## config.mk

```make
export PLATFORM = sky130hd
export DESIGN_NAME = read_reply_router
export DESIGN_NICKNAME = d
export VERILOG_FILES = /design/src/rtl/read_reply_router.sv
export SDC_FILE = /design/constraint.sdc
export NUM_CORES = 1
export LEC_CHECK = 0
export BUFFER_PORTS_ARGS = -buffer_cell sky130_fd_sc_hd__buf_2
export CORE_AREA = 5 5 42 44
export CTS_CLUSTER_DIAMETER = 50
export DETAILED_ROUTE_END_ITERATION = 6
export DIE_AREA = 0 0 47 49
export MAX_ROUTING_LAYER = met4
export PLACE_DENSITY = 0.86
export SYNTH_ARGS = -nofsm -noshare
export SYNTH_HDL_FRONTEND = slang
export SYNTH_SLANG_ARGS = --single-unit
export TNS_END_PERCENT = 100
```

## constraint.sdc

```tcl
create_clock -name clk -period 4.7 [get_ports clk]
set_clock_uncertainty 0.05 [all_clocks]
set_input_delay 1.175 -clock clk [delete_from_list [all_inputs] [get_ports clk]]
set_output_delay 1.175 -clock clk [all_outputs]
set_load 0.05 [all_outputs]
```

## src/rtl/read_reply_router.sv

```systemverilog
// Tagged in-order reply router: tracks up to DEPTH outstanding reads from NCH
// requesters and steers each RX reply back to its issuer. Define RR_ARBITER_EN
// for round-robin arbitration; otherwise the lowest requesting index wins.
module read_reply_router #(
  parameter int NCH   = 2,
  parameter int DEPTH = 2,
  parameter int CW    = $clog2(NCH)
) (
  input  logic                       clk,
  input  logic                       reset,
  input  logic [NCH-1:0]             ch_req,
  output logic [NCH-1:0]             ch_grant,
  output logic                       tx_command_valid,
  input  logic                       tx_command_started,
  input  logic                       rx_started,
  input  logic                       rx_data_valid,
  input  logic                       rx_done,
  input  logic                       flush,
  output logic [NCH-1:0]             ch_rx_valid,
  output logic [NCH-1:0]             ch_rx_done,
  output logic [$clog2(DEPTH+1)-1:0] outstanding,
  output logic                       full,
  output logic                       empty,
  output logic                       error
);

  localparam int PW = $clog2(DEPTH);
  localparam int OW = $clog2(DEPTH+1);

  typedef enum logic {TX_UNLOCKED, TX_LOCKED} tx_state_e;
  typedef enum logic {RX_IDLE, RX_BUSY} rx_state_e;

  tx_state_e tx_q, tx_next;
  rx_state_e rx_q, rx_next;

  logic [CW-1:0]    sel_q, sel, arb_sel, cand;
  logic             found;
  logic             push, pop, dec;
  logic [PW-1:0]    wr_ptr, rd_ptr;
  logic [OW-1:0]    count_q;
  logic [CW-1:0]    id_mem [DEPTH];
  logic [DEPTH-1:0] keep_mem;
  logic [CW-1:0]    cur_id;
  logic             cur_keep;

`ifdef RR_ARBITER_EN
  logic [CW-1:0] rr_ptr;
`endif

  assign full        = (count_q == OW'(DEPTH));
  assign empty       = (count_q == '0);
  assign outstanding = count_q;

  // NOTE: every always_comb output gets a default first so no path can infer a latch.
  always_comb begin
    arb_sel = '0;
    cand    = '0;
    found   = 1'b0;
    for (int k = 0; k < NCH; k++) begin
`ifdef RR_ARBITER_EN
      cand = CW'((int'(rr_ptr) + k) % NCH);
`else
      cand = CW'(k);
`endif
      if (!found && ch_req[cand]) begin
        arb_sel = cand;
        found   = 1'b1;
      end
    end
  end

  // A locked offer keeps its channel even if that channel drops its request.
  always_comb begin
    tx_next          = tx_q;
    sel              = (tx_q == TX_LOCKED) ? sel_q : arb_sel;
    tx_command_valid = ~full & ((tx_q == TX_LOCKED) | (|ch_req));
    push             = tx_command_valid & tx_command_started;
    ch_grant         = push ? (NCH'(1) << sel) : '0;
    unique case (tx_q)
      TX_UNLOCKED: if (tx_command_valid && !tx_command_started) tx_next = TX_LOCKED;
      TX_LOCKED:   if (tx_command_started || flush) tx_next = TX_UNLOCKED;
      default:     tx_next = TX_UNLOCKED;
    endcase
  end

  always_comb begin
    rx_next     = rx_q;
    pop         = rx_started & (count_q != '0);
    dec         = rx_done & (rx_q == RX_BUSY);
    ch_rx_valid = '0;
    ch_rx_done  = '0;
    if (rx_q == RX_BUSY && cur_keep) begin
      if (rx_data_valid) ch_rx_valid = NCH'(1) << cur_id;
      if (rx_done)       ch_rx_done  = NCH'(1) << cur_id;
    end
    if (pop)      rx_next = RX_BUSY;
    else if (dec) rx_next = RX_IDLE;
  end

  // NOTE: sequential state uses non-blocking assignments so all registers update together.
  always_ff @(posedge clk) begin
    if (reset) begin
      tx_q    <= TX_UNLOCKED;
      rx_q    <= RX_IDLE;
      sel_q   <= '0;
      wr_ptr  <= '0;
      rd_ptr  <= '0;
      count_q <= '0;
      error   <= 1'b0;
`ifdef RR_ARBITER_EN
      rr_ptr  <= '0;
`endif
    end else begin
      tx_q <= tx_next;
      rx_q <= rx_next;
      if (tx_q == TX_UNLOCKED) sel_q <= arb_sel;
      if (push) wr_ptr <= wr_ptr + 1'b1;
      if (pop)  rd_ptr <= rd_ptr + 1'b1;
      unique case ({push, dec})
        2'b10:   count_q <= count_q + 1'b1;
        2'b01:   count_q <= count_q - 1'b1;
        default: count_q <= count_q;
      endcase
      if (rx_started && count_q == '0) error <= 1'b1;
`ifdef RR_ARBITER_EN
      if (push) rr_ptr <= (sel == CW'(NCH-1)) ? '0 : sel + 1'b1;
`endif
    end
  end

  // NOTE: queue storage has no reset; entries are only read after a push wrote them.
  always_ff @(posedge clk) begin
    if (flush) keep_mem <= '0;
    if (push) begin
      id_mem[wr_ptr]   <= sel;
      keep_mem[wr_ptr] <= 1'b1;
    end
    if (pop) begin
      cur_id   <= id_mem[rd_ptr];
      cur_keep <= keep_mem[rd_ptr] & ~flush;
    end else if (flush) begin
      cur_keep <= 1'b0;
    end
  end

endmodule

```

==> impl_metrics.env <==
export IMPL_cts_sinks=14
export IMPL_syn_nets=79
export IMPL_worst_setup_path_end_kind="output port"
export IMPL_fin_tns_setup_ns=0
export IMPL_synthFlopType="dfxtp_1"
export IMPL_num_nets_final=102
export IMPL_htree_levels=1
export IMPL_p_switching_mw=0.119
export IMPL_initial_core_util_pct=44.7
export IMPL_core_area_sq_um=1400
export IMPL_syn_area_per_cell_sq_um=9.08
export IMPL_numPortBuffers=20
export IMPL_cp_top_family="simple AND/OR/NAND/NOR gates"
export IMPL_grt_usage_pct=12.2
export IMPL_wl_um=1210
export IMPL_syn_cell_area_sq_um=627
export IMPL_min_period_ns=3.47
export IMPL_synth_top_area_share_pct=31.9
export IMPL_grt_max_degree=10
export IMPL_dpl_cell_area_sq_um=738
export IMPL_cp_required_ns=3.47
export IMPL_antenna_left=0
export IMPL_power_mw=0.322
export IMPL_worst_ir_drop_vdd_mv=0.224
export IMPL_ys_seq_area_share_pct=51.1
export IMPL_switching_share_pct=37.0
export IMPL_wl_per_cell_um=11.3
export IMPL_cts_tree="done"
export IMPL_sequentialPowerShare_pct=47.8
export IMPL_power_frac_comb_pct=31.0
export IMPL_r2r_cells=5
export IMPL_ctsHoldBuffers=0
export IMPL_timing_critical_path_mode_cell="buf_2"
export IMPL_n_fill_cell=142
export IMPL_drv_cap=0
export IMPL_diodes=0
export IMPL_worst_path_buf_inv=2
export IMPL_synth_top_cells_by_count="nor2_1, dfxtp_1, inv_1"
export IMPL_numCtsBuffers=3
export IMPL_ctsResizeCount=0
export IMPL_overflow=0
export IMPL_setup_viol=0
export IMPL_cp_slowest_cell="or3b_1"
export IMPL_ys_async_sr_fraction_pct=0
export IMPL_cts_root_buf="clkbuf_4"
export IMPL_cp_arrival_ns=2.25
export IMPL_vias_per_cell=5.10
export IMPL_io_pins=21
export IMPL_criticalPathCategory="in -> out"
export IMPL_relSlewSlack_pct=63.8
export IMPL_grt_pass1_vias=506
export IMPL_leakagePower_nw=0.362
export IMPL_grt_pass1_wl_um=1980
export IMPL_crit_chain="buf_2 > nor3_1 > or3b_1 > nor2_1 > buf_2"
export IMPL_design_area_sq_um=764
export IMPL_hp_class="reg -> reg"
export IMPL_firstDrtPassIters=4
export IMPL_synth_edf_count=4
export IMPL_clk_latency_ns=0.27
export IMPL_fp_dieW_um=47
export IMPL_yosysTopAreaCell="dfxtp_1"
export IMPL_rsz0062_at_grt="no"
export IMPL_synth_warnings=0
export IMPL_drc=0
export IMPL_max_freq_mhz=288
export IMPL_yosysMostFrequentCell="nor2_1"
export IMPL_die_area_sq_um=2300
export IMPL_crit_fanout=8
export IMPL_timing_final_crit_share_pct=73.9
export IMPL_via_count=546
export IMPL_rows=14
export IMPL_cts_setup_buffers=0
export IMPL_start_kind="input port"
export IMPL_power_density_nw_per_um2=421
export IMPL_hold_path_cell_count=2
export IMPL_final_cells=107
export IMPL_syn_instance_count=69
export IMPL_p_clk_share_pct=21.2
export IMPL_synth_distinct_cells=25
export IMPL_drt_iter0_drc=7
export IMPL_synthTopCellsByArea="dfxtp_1, edfxtp_1, nor2_1, nand2b_1, inv_1"
export IMPL_synth_seq_cells=14
export IMPL_tightest_slew_ns=0.537
export IMPL_outcome="finished, final reports clean"
export IMPL_cts_buffer_depth=2
export IMPL_cp_slowest_stage_delay_ns=0.50
export IMPL_drv_slew=0
export IMPL_clk_pin_slew_worst_paths_ns=0.08
export IMPL_hold_violations=0
export IMPL_p_int_mw=0.203
export IMPL_placed_cells=103
export IMPL_die_y_um=49
export IMPL_place_gp_congestion=0.691
export IMPL_antenna_found_initial=0
export IMPL_area_growth_pct=22.0
export IMPL_drive_gt1_share_pct=28.6
export IMPL_worst_path_stages=5
## power by group through the flow
stage / clock network [mW] / registers (mW) / logic (mW)
3_3_place_gp: 0 / 0.155 / 0.0968
3_5_place_dp: 0 / 0.157 / 0.0988
4_1_cts: 0.0689 / 0.154 / 0.100
6_report: 0.0684 / 0.154 / 0.0997
2_1_floorplan: 0 / 0.169 / 0.0645
5_1_grt: 0.0762 / 0.156 / 0.108
## cell families (layout without fill, tap and decap cells)
| group | count (synthesis) | after routing | share of synthesized area, % |
|---|---|---|---|
| compound gates | 9 | 9 | 8.58 |
| xor+xnor | 3 | 3 | 4.19 |
| fa+ha+maj | 1 | 1 | 2.00 |
| mux | 3 | 3 | 5.79 |
| flops | 14 | 14 | 51.1 |
| buf+inv | 8 | 30 | 4.99 |
| simple gates | 31 | 31 | 23.4 |
## final cells by class
class	instances	area, sq um	area share (%)
sequential	14	320	41.9
inverter	6	22.5	2.95
tap	16	20.0	2.62
clock inverter	1	3.75	0.491
multi-input combinational	47	275	36.0
clock buffer	3	22.5	2.95
timing repair buffer	20	100	13.1
## layer usage
metal  GRT usage [%]  vias to the layer above  routed length, um
met5               -                        -                  0
met4            6.91                        0                 25
met3            3.32                        4                 91
met2            19.7                       23                578
met1            12.9                      244                516
li1                -                      275                  -
## stage by stage
stage	setup WS, ns	hold slack (ns)	utilization, %
final	1.23	0.417	54.6
after global routing	1.16	0.458	54.6
after CTS	1.22	0.420	54.6
after detailed placement	1.23	0.402	52.7
after global placement	1.28	0.394	52.7
after floorplan	1.11	0.387	-
## cell usage in the layout (no fill, tap or decap), types with 3 or more instances in the layout
master	n
buf_2	20
nor2_1	17
dfxtp_1	10
inv_1	6
nand2b_1	4
edfxtp_1	4
nor3_1	3
a21oi_1	3
clkbuf_4	3
## worst reg2reg max path: stages (launching register included)
cell     delay, ns
dfxtp_1       0.46
nor2b_2       0.10
or3b_1        0.53
ha_1          0.38
or3_1         0.37
a21oi_1       0.19
## final timing paths
kind / start / to / slack (ns)
worst min-delay path: error / error / 0.42
worst min register to register: error / error / 0.42
worst max-delay path: ch_req[1] / ch_grant[1] / 1.23
worst max register to register: outstanding[0] / outstanding[1] / 2.54
Note: power is estimated with default switching activity, not from simulation.
